**src/rtl/bioz_afe_dtbpsdm_dwa_controller_pkg.sv**
```systemverilog
// Shared definitions for the DT bandpass sigma-delta DWA element controller:
// DEM mode encoding, default element count and code-width derivation.
package bioz_afe_dtbpsdm_dwa_controller_pkg;

  typedef enum logic [1:0] {
    BYPASS = 2'b00,
    LP_DWA = 2'b01,
    BP_DWA = 2'b10,
    RSVD   = 2'b11
  } dem_mode_e;

  localparam int N_ELEM_DEF = 3;

  // Level code must represent 0..n inclusive.
  function automatic int code_w_f(input int n);
    return $clog2(n + 1);
  endfunction

endpackage

```
**src/rtl/bioz_afe_dtbpsdm_dwa_rotate.sv**
```systemverilog
// Combinational rotated thermometer: 'code' consecutive ones starting at
// element 'ptr', wrapping modulo N_ELEM.
module bioz_afe_dtbpsdm_dwa_rotate #(
  parameter int N_ELEM = 3,
  parameter int CODE_W = 2,
  parameter int PTR_W  = 2
) (
  input  logic [CODE_W-1:0] code,
  input  logic [PTR_W-1:0]  ptr,
  output logic [N_ELEM-1:0] sel
);

  always_comb begin
    sel = '0;
    for (int i = 0; i < N_ELEM; i++) begin
      int off;
      off = i - int'(ptr);
      if (off < 0) off = off + N_ELEM;
      sel[i] = (off < int'(code));
    end
  end

endmodule

```
**src/rtl/bioz_afe_dtbpsdm_dwa_controller.sv**
```systemverilog
// Data-weighted-averaging controller for the unit DAC elements: bypass,
// lowpass rotation and bandpass interleaved rotation with sticky error flag.
module bioz_afe_dtbpsdm_dwa_controller
  import bioz_afe_dtbpsdm_dwa_controller_pkg::*;
#(
  parameter int N_ELEM = N_ELEM_DEF,
  parameter int CODE_W = code_w_f(N_ELEM)
) (
  input  logic              clk,
  input  logic              rst_n,
  input  logic              en,
  input  logic [1:0]        mode,
  input  logic              ptr_clr,
  input  logic              code_valid,
  input  logic [CODE_W-1:0] code,
  output logic [N_ELEM-1:0] elem_sel,
  output logic              elem_valid,
  output logic              err
);

  localparam int PTR_W = $clog2(N_ELEM);

  function automatic logic code_over(input logic [CODE_W-1:0] c);
    int v;
    v = int'(c);
    return (v > N_ELEM);
  endfunction

  function automatic logic [CODE_W-1:0] sat_code(input logic [CODE_W-1:0] c);
    if (code_over(c)) return CODE_W'(N_ELEM);
    return c;
  endfunction

  // Sum is at most 2*N_ELEM-1, so one conditional subtraction is a full modulo.
  function automatic logic [PTR_W-1:0] wrap_add(input logic [PTR_W-1:0] p,
                                                input logic [CODE_W-1:0] c);
    int s;
    s = int'(p) + int'(c);
    if (s >= N_ELEM) s = s - N_ELEM;
    return PTR_W'(s);
  endfunction

  logic [PTR_W-1:0]  r_ptr0, r_ptr1;
  logic              r_par;
  dem_mode_e         r_last_mode;
  logic [N_ELEM-1:0] r_elem_sel_p1;
  logic              r_vld_p1;
  logic              r_err;

  dem_mode_e         w_mode_p0;
  logic              w_acc_p0;
  logic              w_clr_p0;
  logic [CODE_W-1:0] w_code_p0;
  logic              w_err_set_p0;
  logic [PTR_W-1:0]  w_ptr0_b, w_ptr1_b, w_ptr0_n, w_ptr1_n, w_rot_ptr_p0;
  logic              w_par_b, w_par_n;
  logic [N_ELEM-1:0] w_sel_p0;

  // Stage p0: accept, clear base state, select pointer and compute update
  assign w_mode_p0    = dem_mode_e'(mode);
  assign w_acc_p0     = en & code_valid;
  assign w_clr_p0     = ptr_clr | (w_acc_p0 & (w_mode_p0 != r_last_mode));
  assign w_code_p0    = sat_code(code);
  assign w_err_set_p0 = w_acc_p0 & (code_over(code) | (w_mode_p0 == RSVD));

  always_comb begin
    w_ptr0_b     = w_clr_p0 ? '0 : r_ptr0;
    w_ptr1_b     = w_clr_p0 ? '0 : r_ptr1;
    w_par_b      = w_clr_p0 ? 1'b0 : r_par;
    w_ptr0_n     = w_ptr0_b;
    w_ptr1_n     = w_ptr1_b;
    w_par_n      = w_par_b;
    w_rot_ptr_p0 = '0;
    if (w_acc_p0) begin
      case (w_mode_p0)
        LP_DWA: begin
          w_rot_ptr_p0 = w_ptr0_b;
          w_ptr0_n     = wrap_add(w_ptr0_b, w_code_p0);
        end
        BP_DWA: begin
          w_par_n = ~w_par_b;
          if (w_par_b) begin
            w_rot_ptr_p0 = w_ptr1_b;
            w_ptr1_n     = wrap_add(w_ptr1_b, w_code_p0);
          end else begin
            w_rot_ptr_p0 = w_ptr0_b;
            w_ptr0_n     = wrap_add(w_ptr0_b, w_code_p0);
          end
        end
        default: ;
      endcase
    end
  end

  bioz_afe_dtbpsdm_dwa_rotate #(
    .N_ELEM (N_ELEM),
    .CODE_W (CODE_W),
    .PTR_W  (PTR_W)
  ) u_rotate (
    .code (w_code_p0),
    .ptr  (w_rot_ptr_p0),
    .sel  (w_sel_p0)
  );

  // Stage p1: registered element drive and pointer state
  always_ff @(posedge clk or negedge rst_n) begin
    if (!rst_n) begin
      r_ptr0        <= '0;
      r_ptr1        <= '0;
      r_par         <= 1'b0;
      r_last_mode   <= BYPASS;
      r_elem_sel_p1 <= '0;
      r_vld_p1      <= 1'b0;
      r_err         <= 1'b0;
    end else begin
      r_ptr0   <= w_ptr0_n;
      r_ptr1   <= w_ptr1_n;
      r_par    <= w_par_n;
      r_vld_p1 <= w_acc_p0;
      r_err    <= r_err | w_err_set_p0;
      if (w_acc_p0) begin
        r_last_mode   <= w_mode_p0;
        r_elem_sel_p1 <= w_sel_p0;
      end
    end
  end

  assign elem_sel   = r_elem_sel_p1;
  assign elem_valid = r_vld_p1;
  assign err        = r_err;

endmodule

```
**config.mk**
```make
export PLATFORM = sky130hd
export DESIGN_NAME = bioz_afe_dtbpsdm_dwa_controller
export DESIGN_NICKNAME = d
export VERILOG_FILES = /design/src/rtl/bioz_afe_dtbpsdm_dwa_controller_pkg.sv /design/src/rtl/bioz_afe_dtbpsdm_dwa_rotate.sv /design/src/rtl/bioz_afe_dtbpsdm_dwa_controller.sv
export SDC_FILE = /design/constraint.sdc
export NUM_CORES = 1
export LEC_CHECK = 0
export ABC_AREA = 0
export CAP_MARGIN = 20
export CORE_MARGIN = 2
export CORE_UTILIZATION = 35
export CTS_BUF_LIST = sky130_fd_sc_hd__clkbuf_16
export DETAILED_ROUTE_END_ITERATION = 8
export GPL_TIMING_DRIVEN = 1
export PLACE_DENSITY = 0.6
export SETUP_SLACK_MARGIN = 0.05
export SKIP_CTS_REPAIR_TIMING = 1
export SLEW_MARGIN = 15
export SYNTH_ARGS = -nofsm -noshare
export SYNTH_HDL_FRONTEND = slang
export SYNTH_SLANG_ARGS = --single-unit
```
**constraint.sdc**
```tcl
create_clock -name clk -period 3.47 [get_ports clk]
set_clock_uncertainty 0.2 [all_clocks]
set_input_delay 0.694 -clock clk [delete_from_list [all_inputs] [get_ports clk]]
set_output_delay 0.694 -clock clk [all_outputs]
set_load 0.005 [all_outputs]
```
## Word level (Yosys, flattened, before mapping)

Index checks and enable logic that the tools add are counted.

- Flip-flop bits (word level): 12
- Bits in latches: 0
- Memory bits (writable): 0
- Bits in read-only memories: 0
- Input bits: 9
- Output and inout port bits: 5
- Logic and storage cells: 54
- Memories: 0

- $add $sub $neg: 10
- Multiply operators: 0
- Divide/modulo/power cells: 0
- Order comparisons: 8
- Eq/ne operators: 4
- Shifts and indexed selects: 0
- Muxes and demuxes: 19
- Bitwise logic cells: 6
- Reductions and logical operators: 0

Operators with widths:

| kind | count |
|---|---|
| adder 32 x 3 -> 32 bit, second input constant | 3 |
| < comparator 32 x 1 -> 1 bit, second input constant | 3 |
| < comparator 32 x 3 -> 1 bit | 3 |
| two-way mux 32 bit | 3 |
| two-way mux 2 bit | 11 |
| case mux 2 bit (2 select lines) | 2 |
| adder 2 x 2 -> 3 bit | 2 |
| >= comparator 3 x 2 -> 1 bit, second input constant | 2 |
| subtractor 1 x 2 -> 3 bit, first input constant | 2 |
| equality test 2 bit, second input constant | 2 |
| subtractor 2 bit, second input constant | 2 |
| AND 1 bit | 3 |
| two-way mux 1 bit | 3 |
| subtractor 2 x 2 -> 3 bit, first input constant | 1 |
| equality test 2 x 1 -> 1 bit, second input constant | 1 |
| != test 2 bit | 1 |
| OR 1 bit | 2 |
| NOT 1 bit | 1 |

## Logic depth before layout (Yosys ltp)

- Word-level depth: 11
- Gate-level depth with buffers: 11
- Mapped depth without buffers: 11

## Hierarchy

Synthesis repeated with hierarchy kept, for this count alone.

- Cell total of the unflattened synthesis: 101
- Area, all modules: 979.7 um^2

By module, submodules not included:

| module | instances | cells an instance | area each (um^2) | seq. area each (um^2) |
|---|---|---|---|---|
| bioz_afe_dtbpsdm_dwa_controller | 1 | 82 | 800.8 | 300.3 |
| bioz_afe_dtbpsdm_dwa_rotate | 1 | 19 | 178.9 | 0.0 |

## Least setup slack after synthesis

Ideal clock, no wire load.

- Path type: in2reg
- From: input mode[0]
- To: register r_ptr1[0]
- Setup time: 0.073 ns
- Data arrival time: 2.777 ns
- Required time: 3.197 ns
- Path slack: 0.420 ns
- Cell stages on the path: 11
- Path buffers: 0
- Cells stage by stage: xnor2_2 -> nand2_2 -> a21oi_2 -> and2_1 -> ha_1 -> fa_1 -> ha_1 -> or4b_1 -> o21ai_1 -> mux2i_1 -> nor2b_1

- Longest elaborated chain between the ends: 10
- Elaborated cells on any way between the ends: 13
- Those cells by class: add/sub (2); order compare (1); eq/ne (2); mux (6); bitwise (2)

Ends and longest elaborated chain:

| element | line | RTL |
|---|---|---|
| from (decl) | bioz_afe_dtbpsdm_dwa_controller.sv:12 | `input logic [1:0] mode,` |
| != test 2 bit | bioz_afe_dtbpsdm_dwa_controller.sv:62 | `assign w_clr_p0 = ptr_clr \| (w_acc_p0 & (w_mode_p0 != r_last_mode));` |
| AND 1 bit | bioz_afe_dtbpsdm_dwa_controller.sv:62 |  |
| OR 1 bit | bioz_afe_dtbpsdm_dwa_controller.sv:62 |  |
| two-way mux 2 bit | bioz_afe_dtbpsdm_dwa_controller.sv:68 | `w_ptr1_b = w_clr_p0 ? '0 : r_ptr1;` |
| adder 2 x 2 -> 3 bit | bioz_afe_dtbpsdm_dwa_controller.sv:38 | `s = int'(p) + int'(c);` |
| >= comparator 3 x 2 -> 1 bit / subtractor 2 bit (equally long branches) | bioz_afe_dtbpsdm_dwa_controller.sv:39 | `if (s >= N_ELEM) s = s - N_ELEM;` |
| two-way mux 2 bit | bioz_afe_dtbpsdm_dwa_controller.sv:39 |  |
| two-way mux 2 bit | bioz_afe_dtbpsdm_dwa_controller.sv:82 | `if (w_par_b) begin` |
| two-way mux 2 bit | bioz_afe_dtbpsdm_dwa_controller.sv:75 | `case (w_mode_p0)` |
| two-way mux 2 bit (*) | bioz_afe_dtbpsdm_dwa_controller.sv:74 | `if (w_acc_p0) begin` |
| net w_ptr1_n[0] | bioz_afe_dtbpsdm_dwa_controller.sv:55 | `logic [PTR_W-1:0] w_ptr0_b, w_ptr1_b, w_ptr0_n, w_ptr1_n, w_rot_ptr_p0;` |
| to (signal assigned) | bioz_afe_dtbpsdm_dwa_controller.sv:117 | `r_ptr1 <= w_ptr1_n;` |
| to (decl) | bioz_afe_dtbpsdm_dwa_controller.sv:43 | `logic [PTR_W-1:0] r_ptr0, r_ptr1;` |

Mark *: on every way through the listed nets, which the timed path passes. The rest lies on a longest branch.
A chain may end at the register's enable or synchronous reset.

## Worst setup path after layout

- From: input en
- To: register r_ptr1[0]

- Longest elaborated chain between the ends: 10
- Elaborated cells on any way between the ends: 12
- Those cells by class: add/sub (2); order compare (1); mux (6); bitwise (3)

Ends and longest elaborated chain:

| element | line | RTL |
|---|---|---|
| from (decl) | bioz_afe_dtbpsdm_dwa_controller.sv:11 | `input logic en,` |
| AND 1 bit (*) | bioz_afe_dtbpsdm_dwa_controller.sv:61 | `assign w_acc_p0 = en & code_valid;` |
| net w_acc_p0 | bioz_afe_dtbpsdm_dwa_controller.sv:51 | `logic w_acc_p0;` |
| AND 1 bit | bioz_afe_dtbpsdm_dwa_controller.sv:62 |  |
| OR 1 bit | bioz_afe_dtbpsdm_dwa_controller.sv:62 |  |
| two-way mux 2 bit | bioz_afe_dtbpsdm_dwa_controller.sv:68 |  |
| adder 2 x 2 -> 3 bit | bioz_afe_dtbpsdm_dwa_controller.sv:38 |  |
| >= comparator 3 x 2 -> 1 bit / subtractor 2 bit (equally long branches) | bioz_afe_dtbpsdm_dwa_controller.sv:39 |  |
| two-way mux 2 bit | bioz_afe_dtbpsdm_dwa_controller.sv:39 |  |
| two-way mux 2 bit | bioz_afe_dtbpsdm_dwa_controller.sv:82 |  |
| two-way mux 2 bit | bioz_afe_dtbpsdm_dwa_controller.sv:75 |  |
| two-way mux 2 bit (*) | bioz_afe_dtbpsdm_dwa_controller.sv:74 |  |
| net w_ptr1_n[0] | bioz_afe_dtbpsdm_dwa_controller.sv:55 |  |

Marks and branches as above.

==> flow_summary.yaml <==
power_and_ir_drop:
  leakage_nw: 0.6816
  seqPwrFrac_pct: 33.3
  peakVddDrop_mv: 0.3344
  p_switching_mw: 0.1163
  power_density_nw_per_um2: 341.6
  p_total_mw: 0.4761
  p_sw_share_pct: 24.43
  comb_power_share_pct: 21.9
  p_clk_share_pct: 44.8
  p_int_mw: 0.3598
job:
  cap_violations: 0
route:
  drt_iter0_drc: 13
  routedWlPerCell_um: 12.75
  ant_nets: 0
  dr_total_vias: 852
  routed_wl_um: 2129
  drc: 0
  vias_per_cell: 5.102
  dr.pass1.iters: 4
hold_path:
  hp-start: "err"
  min_to: "err"
  holdPathStages: 1
  hp-class: "reg -> reg"
synth:
  synth_common_cells: "16 x ha_1, 12 x dfrtp_1, 8 x inv_1, 8 x nand2_1, 8 x o21ai_0"
  synth_edf_count: 0
  yosys_warnings: 0
  synth_top_area_share_pct: 30.08
  synthTopCellsByArea: "dfrtp_1 30%, ha_1 20%, fa_1 4.0%"
  yosysUniqueCellTypes: 34
  synth_most_common_cell: "ha_1"
  async_reset_ff_share_pct: 100.0
  netlist_area_um2: 998.5
  synth_seq_area_share_pct: 30.08
  synthCells: 102
  ys_ff_latch: 12
  syn_avg_cell_area_um2: 9.789
  synth_ff_type: "dfrtp_1"
  syn-num-nets: 129
  yosys.area.top_type: "dfrtp_1"
floorplan:
  ios: 14
  std_cell_rows: 19
  die_y_um: 57.41
  coreArea_um2: 2734
  initial_core_util_pct: 36.52
  dieWidth_um: 57.41
  dieArea_um2: 3296
cells_and_area:
  fin_area_um2: 1394
  fin_nets: 164
  layout-drive-gt1-share_pct: 22.06
  regArea_um2: 300.3
  area_growth_syn_to_layout_pct: 39.60
  final.fill_count: 241
  diodes: 0
  multi_input_area_um2: 676.9
  finalCoreUtilization_pct: 50.98
clocking:
  htreeDepth: 1
  clk_pin_slew_worst_paths_ps: 40
  cts_buffers: 3
  clockBufferDepth: 2
  cts.sinks: 12
  cts_root_buffer: "clkbuf_16"
  clk_latency_ps: 240
  cts_tree: "done"
timing:
  worst_pin_slew_ps: 583.7
  hold_violations: 0
  rsz0062_at_grt: "no"
  setup_viol: 0
  drv_slew: 0
  period_needed_ps: 3271
  holdWs_ps: 257.0
  slew_headroom_pct: 60.97
  period_share_pct: 94.27
  max_freq_mhz: 305.7
critical_path:
  crit_arrival_ps: 3240
  r2r-start: "r_last_mode[0]"
  rrSetupSlack_ps: 620
  cp-end-kind: "register"
  path_class: "in -> reg"
  r2r_cells: 11
  required_ps: 3440
  r2r_end: "r_ptr1[0]"
  crit_fanout: 4
  crit_path_start_kind: "input port"
global_route:
  grt_pass1_wl_um: 3815
  antenna_found_initial: 0
  grt_overflow: 0
  grt_pass1_vias: 891
  grt_max_degree: 13
  track_usage_pct: 14.96
placement:
  portBuffers: 13
  hpwl_um: 1767
  place.gp.congestion: 0.7764
  placed_area_um2: 1287
status:
  status: "finished clean"
-- power by group through the flow --
stage	Combinational (mW)	Sequential (mW)	Clock, mW
6_report	0.104	0.159	0.213
5_1_grt	0.116	0.160	0.224
4_1_cts	0.102	0.159	0.218
3_5_place_dp	0.102	0.161	0
3_3_place_gp	0.100	0.161	0
2_1_floorplan	0.0490	0.160	0
-- worst max path at each step --
stage / startpoint / endpoint / slack (ps)
2_1_floorplan: mode[0] / r_ptr1[0] / 420
3_3_place_gp: mode[0] / r_ptr1[0] / -80
3_5_place_dp: mode[0] / r_ptr1[0] / -210
4_1_cts: mode[0] / r_ptr1[0] / 40
5_1_grt: en / r_ptr1[0] / 40
6_report: en / r_ptr1[0] / 200
-- kinds of logic after synthesis --
group,count (synthesis),synth area share [%]
adder cells (fa/ha/maj),18,24.06
XOR/XNOR,2,3.258
AND/OR/NAND/NOR,33,18.80
multiplexers,3,3.508
AO/OA/AOI/OAI,25,16.92
buffers and inverters,9,3.383
flip-flops,12,30.08
-- worst max-delay path, cell delays in order --
cell and delay [ps]:
clkdlybuf4s50_1 520, nand2_2 80, inv_2 80, a21oi_4 60, and2_1 160, ha_1 200
fa_1 490, ha_2 190, or4b_1 470, o21ai_1 90, mux2i_1 80, nor2b_1 120
-- layer usage --
metal | GRT usage (%) | wire (µm) | vias up
met5 | 0 | 0 | -
met1 | 18.28 | 990 | 404
met3 | 4.308 | 68 | 2
li1 | - | - | 433
met2 | 25.16 | 1047 | 13
met4 | 4.983 | 22 | 0
-- layout by cell type (no fill, tap or decap), types with 2 or more instances in the layout --
cell             count
a21oi_1              4
a22o_1               2
and2_1               5
buf_4               17
clkbuf_16            3
clkdlybuf4s50_1     10
dfrtp_1             12
dlymetal6s2s_1       3
fa_1                 2
ha_1                15
inv_1                8
mux2i_1              2
nand2_1              7
nand2_2              2
nand3_1              2
nor2_1               5
nor2b_1              3
nor3_1               4
o21ai_0              8
xnor2_2              2
-- flip-flops by register name, indices dropped and copies added, names as in the netlist --
register	count
elem_sel	3
r_last_mode	2
r_ptr0	2
r_ptr1	2
elem_valid	1
err	1
r_par	1
-- metrics by stage --
step | setup slack [ps] | instances | setup TNS, ps
floorplan | 419.9 | 102 | 0
CTS | 43.88 | 166 | 0
global route | 38.50 | 167 | 0
global placement | -84.70 | 162 | -267.5
finish | 198.8 | 167 | 0
detailed placement | -214.4 | 162 | -687.7
-- cell type report --
cell class                 instances  share of cell area [%]
clock buffer                       3                   5.386
clock inverter                     1                  0.2693
inverter                           9                   2.424
multi-input combinational         81                   48.56
sequential                        12                   21.54
tap                               31                   2.783
timing repair buffer              30                   19.03
No activity file was read; power rests on OpenSTA's default activity.
